<file path="src/rtl/wb_stage_ctrl.sv">
// Writeback-stage control: owns the WB valid bit, qualifies RF/CP0 writes, and sequences the exception/ERET flush.
// Outputs are combinational from state; wb_allowin drops only while a live WB instruction waits on trace_ready.
module wb_stage_ctrl #(
    parameter int FLUSH_CYCLES = 2,
    parameter int CNT_W        = 32
) (
    input  logic             clk,
    input  logic             rst,
    input  logic             mem_to_wb_valid,
    input  logic             trace_ready,
    input  logic             wb_ex,
    input  logic             wb_eret,
    input  logic             wb_rf_we,
    input  logic             wb_cp0_we,
    output logic             wb_allowin,
    output logic             wb_valid,
    output logic             rf_we_commit,
    output logic             cp0_we_commit,
    output logic             flush,
    output logic             flush_is_eret,
    output logic [CNT_W-1:0] retired_cnt
);

    localparam logic [1:0] ST_EMPTY = 2'd0;
    localparam logic [1:0] ST_VALID = 2'd1;
    localparam logic [1:0] ST_FLUSH = 2'd2;

    localparam logic [3:0] FLUSH_LOAD = 4'(FLUSH_CYCLES);

    logic [1:0] state;
    logic [1:0] state_nxt;
    logic [3:0] flush_cnt;
    logic [3:0] flush_cnt_nxt;
    logic       ready_go;
    logic       commit;

    assign wb_valid = (state == ST_VALID);
    assign ready_go = (state == ST_VALID) & trace_ready;
    assign commit   = wb_valid & ready_go;

    always_comb begin
        wb_allowin = 1'b1;
        case (state)
            ST_EMPTY: wb_allowin = 1'b1;
            ST_VALID: wb_allowin = ready_go;
            ST_FLUSH: wb_allowin = 1'b1;
            default:  wb_allowin = 1'b1;
        endcase
    end

    // An excepting instruction must not write architectural state.
    assign rf_we_commit  = commit & wb_rf_we  & ~wb_ex;
    assign cp0_we_commit = commit & wb_cp0_we & ~wb_ex;
    assign flush         = commit & (wb_ex | wb_eret);
    assign flush_is_eret = flush & wb_eret & ~wb_ex;

    always_comb begin
        state_nxt     = state;
        flush_cnt_nxt = flush_cnt;
        if (state == ST_FLUSH) begin
            // Whatever MEM presents during the drain window is a flushed leftover.
            if (flush_cnt <= 4'd1) begin
                state_nxt     = ST_EMPTY;
                flush_cnt_nxt = 4'd0;
            end else begin
                flush_cnt_nxt = flush_cnt - 4'd1;
            end
        end else if (flush) begin
            state_nxt     = ST_FLUSH;
            flush_cnt_nxt = FLUSH_LOAD;
        end else if (wb_allowin) begin
            state_nxt = mem_to_wb_valid ? ST_VALID : ST_EMPTY;
        end
    end

    always_ff @(posedge clk or posedge rst) begin
        if (rst) begin
            state       <= ST_EMPTY;
            flush_cnt   <= 4'd0;
            retired_cnt <= '0;
        end else begin
            state     <= state_nxt;
            flush_cnt <= flush_cnt_nxt;
            if (commit && !wb_ex)
                retired_cnt <= retired_cnt + CNT_W'(1);
        end
    end

endmodule

</file>
<file path="config.mk">
export PLATFORM = sky130hd
export DESIGN_NAME = wb_stage_ctrl
export DESIGN_NICKNAME = d
export VERILOG_FILES = /design/src/rtl/wb_stage_ctrl.sv
export SDC_FILE = /design/constraint.sdc
export NUM_CORES = 1
export LEC_CHECK = 0
export CORE_ASPECT_RATIO = 1.1
export CORE_MARGIN = 5
export CORE_UTILIZATION = 51
export DETAILED_ROUTE_END_ITERATION = 12
export PLACE_DENSITY = 0.82
export SLEW_MARGIN = 25
export SYNTH_ARGS = -nofsm -noshare
export SYNTH_HDL_FRONTEND = slang
export SYNTH_SLANG_ARGS = --single-unit
</file>
<file path="constraint.sdc">
create_clock -name clk -period 4.5 [get_ports clk]
set_clock_uncertainty 0.1 [all_clocks]
set_input_delay 1.35 -clock clk [delete_from_list [all_inputs] [get_ports clk]]
set_output_delay 1.35 -clock clk [all_outputs]
set_load 0.01 [all_outputs]
</file>
==> results of run 1 <==
registers in the layout (all words and copies together), names as in the netlist:
name,flops
retired_cnt,32
state,2
flush_cnt,4
per-layer routing:
layer  global-route usage (%)  part of all wire (%)
met1                     22.0                    42
met2                     32.0                    51
met3                     5.08                   6.3
met4                     6.53                   1.3
met5                        0                     0
worst max-delay path by stage:
stage,start,end,slack [ns]
after floorplan,wb_ex,cp0_we_commit,1.10
after global routing,trace_ready,cp0_we_commit,0.02
final,trace_ready,cp0_we_commit,0.15
after CTS,trace_ready,cp0_we_commit,0.12
after detailed placement,trace_ready,cp0_we_commit,0.14
after global placement,trace_ready,rf_we_commit,0.18
layout by cell type (no fill, tap or decap), types with 5 or more instances in the layout:
cell,count
sky130_fd_sc_hd__clkdlybuf4s50_1,45
sky130_fd_sc_hd__dfrtp_1,38
sky130_fd_sc_hd__xnor2_1,28
sky130_fd_sc_hd__nand2_1,14
sky130_fd_sc_hd__nand3_1,13
sky130_fd_sc_hd__nand4_1,12
sky130_fd_sc_hd__and2_1,7
sky130_fd_sc_hd__inv_1,6
sky130_fd_sc_hd__nor2_1,5
sky130_fd_sc_hd__and3_1,5
sky130_fd_sc_hd__o21ai_0,5
sky130_fd_sc_hd__clkbuf_8,5
worst reg2reg max path, cell delays in order (launching register included):
cell and delay (ns):
sky130_fd_sc_hd__dfrtp_1 0.38, sky130_fd_sc_hd__nand4bb_1 0.45, sky130_fd_sc_hd__nor3_4 0.56, sky130_fd_sc_hd__nand4_1 0.19
sky130_fd_sc_hd__xnor2_1 0.17
logic make-up (layout without fill, tap and decap cells):
kind of cell               count (synthesis)  count (layout)  synth area share (%)
xor gates and xnor gates                  32              32                  15.1
muxes                                      1               1                 0.541
and+or+nand+nor                           76              76                  25.8
DFF                                       38              38                  51.4
adders and majority gates                  3               3                  2.03
buffers and inverters                      8              61                  1.76
AOI/OAI and AO/OA                         10              10                  3.38
synth_stat cells:
master / instances / area (um2)
sky130_fd_sc_hd__o31ai_1: 1 / 7.51
sky130_fd_sc_hd__nand2_1: 14 / 52.6
sky130_fd_sc_hd__inv_1: 6 / 22.5
sky130_fd_sc_hd__nor3b_1: 1 / 7.51
sky130_fd_sc_hd__and2_1: 7 / 43.8
sky130_fd_sc_hd__o21bai_1: 1 / 7.51
sky130_fd_sc_hd__xor2_1: 4 / 35.0
sky130_fd_sc_hd__nand3_1: 13 / 65.1
sky130_fd_sc_hd__xnor2_1: 28 / 245
sky130_fd_sc_hd__or2_2: 1 / 6.26
sky130_fd_sc_hd__nor2_1: 5 / 18.8
sky130_fd_sc_hd__buf_2: 2 / 10.0
sky130_fd_sc_hd__o22ai_1: 1 / 6.26
sky130_fd_sc_hd__nand4_1: 12 / 75.1
sky130_fd_sc_hd__nor3_1: 4 / 20.0
sky130_fd_sc_hd__mux2i_1: 1 / 10.0
sky130_fd_sc_hd__nand2b_1: 3 / 18.8
sky130_fd_sc_hd__nor2b_1: 1 / 6.26
sky130_fd_sc_hd__nor3_4: 1 / 16.3
sky130_fd_sc_hd__ha_1: 3 / 37.5
sky130_fd_sc_hd__o21ai_0: 5 / 25.0
sky130_fd_sc_hd__and3_1: 5 / 31.3
sky130_fd_sc_hd__and4_1: 2 / 17.5
sky130_fd_sc_hd__nand4bb_1: 1 / 11.3
sky130_fd_sc_hd__nor4_4: 1 / 21.3
sky130_fd_sc_hd__nor3_2: 1 / 10.0
sky130_fd_sc_hd__dfrtp_1: 38 / 951
sky130_fd_sc_hd__nand4_4: 1 / 21.3
sky130_fd_sc_hd__o2bb2ai_1: 1 / 8.76
sky130_fd_sc_hd__nor4_2: 2 / 25.0
sky130_fd_sc_hd__and4_2: 1 / 10.0
sky130_fd_sc_hd__o21a_1: 1 / 7.51
per-stage QoR:
step / power, mW / setup slack (ns)
6_report: 0.856 / 0.153
5_1_grt: 0.914 / 0.0192
4_1_cts: 0.860 / 0.122
3_5_place_dp: 0.647 / 0.136
3_3_place_gp: 0.638 / 0.181
2_1_floorplan: 0.553 / 1.10
where the power goes:
| part | switching [mW] | total [mW] | internal [mW] |
|---|---|---|---|
| Clock | 0.109 | 0.215 | 0.107 |
| Sequential | 0.0403 | 0.421 | 0.381 |
| Combinational | 0.105 | 0.219 | 0.114 |
layout make-up:
type                       instances  area, um2
fill                             297       1110
multi-input combinational        122        868
clock buffer                       7       76.3
tap                               50       62.6
sequential                        38        951
timing repair buffer              48        473
inverter                           6       22.5
==> flow_summary.toml, run 1 <==
[run_status]
outcome = "finished clean"

[pwr]
cellPowerDensity_mw_per_mm2 = 349
irDropWorstVdd_mv = 0.286
cellLeakagePower_nw = 1.05

[critical_path]
critical-path-top-delay-family = "buffers and inverters"
worst-r2r-setup-slack_ns = 2.54
critPathMostFrequentCell = "sky130_fd_sc_hd__clkdlybuf4s50_1"
slowest_stage_delay_cp_ns = 0.54
critPathRequiredTime_ns = 3.05
slowest_stage = "sky130_fd_sc_hd__clkdlybuf4s50_1"
cp-start-kind = "input port"
cp_data_arrival_time_ns = 2.90
critical_path.n_buffers_inverters = 2
worst_r2r_endpoint = "retired_cnt[29]"
critical_path_depth = 4
worst_setup_end_kind = "output port"
cp_max_fo = 4
r2r.worst_path.cells = 4
timing.rr.start = "state[1]"
worstSetupPathType = "in -> out"
worstPathCellList = "clkdlybuf4s50_1, nor3b_1, and2_1, clkdlybuf4s50_1"

[synthesis]
net_count_synth = 179
synth.cell_area_mm2 = 0.00185
netlist-cell-type-count = 32
post_synth_inst_count = 168
synth_seq_cells = 38
synth_seq_area_share_pct = 51.4
synth.yosys.warnings = 0
syn_area_per_cell_um2 = 11.0

[timing]
max_slew_margin_pct = 64.6
final_period_minus_worst_setup_slack_ns = 4.35
fin_tns_setup_ns = 0
drv_slew = 0
final.hold.worst_slack_ns = 0.382
timing.final.setup_violations = 0
worstMarginPinSlew_ns = 0.527
rsz0062_at_grt = "no"
achievable-frequency_mhz = 230
min_period_over_period_pct = 96.6
timing_hold_violations_final = 0

[floorplan]
die_w_um = 67.5
std_cell_rows = 23
die_area_mm2 = 0.00494
initial_util_pct = 51.9
core_mm2 = 0.00357
floorplan_die_height_um = 73.2
design.portCount = 46

[grt]
globalRouteOverflowTotal = 0
first_global_vias = 1541
globalRouteTotalUtil_pct = 18.6
wire_length_of_the_first_global_routing_pass_um = 6930
grt_antenna_before_repair = 0
grt_max_degree = 39

[drt]
postRouteWirelength_um = 3910
drtIter0Drc = 103
drc = 0
detail_route.wl_per_cell_um = 14.4
total_via_count_after_detailed_routing = 1466
antenna_violating_nets_left = 0
detailedRoute.firstPassIterationCount = 4
vias_per_cell = 5.41

[clock_network]
numCtsBuffers = 5
clock_tree.root_cell = "sky130_fd_sc_hd__clkbuf_8"
cts_max_level = 2
post_cts_repair_timing_setup_buffer_count = 0
cts_hold_buffers = 0
post_cts.resized_instances = 0
cts.path.max_buffers = 2
clkTransAtPathRegs_ns = 0.07
numClockSinks = 38
tritoncts = "yes"
worstSkewPairLatency_ns = 0.28

[finish]
finalNonFillerCells = 271
utilization_pct = 68.8
nNetsFinal = 232
drive_gt1_share_pct = 7.24
postLayoutCellArea_mm2 = 0.00245
synthToLayoutAreaGrowth_pct = 32.5
antenna-diode-count = 0

[flow_run]
maxCapViolations = 0

[hold_path]
hold_end = "retired_cnt[31]"
min_path_type = "reg -> reg"
timing.hold.worst_path_depth = 1
min-delay-start = "retired_cnt[31]"

[placement]
port_buffers = 45
finalWeightedCongestion = 0.839
dp.final_hpwl_um = 2950
placedInstanceArea_mm2 = 0.00238
placed_instance_count = 264
No activity file was read; power rests on OpenSTA's default activity.
==> run 2: changes to the inputs <==
--- a/config.mk
+++ b/config.mk
@@ -14,3 +14,4 @@
 export SYNTH_ARGS = -nofsm -noshare
 export SYNTH_HDL_FRONTEND = slang
 export SYNTH_SLANG_ARGS = --single-unit
+export TNS_END_PERCENT = 1
==> results of run 2 <==
No change in the layout: final DEF, timing and power equal those of run 1.
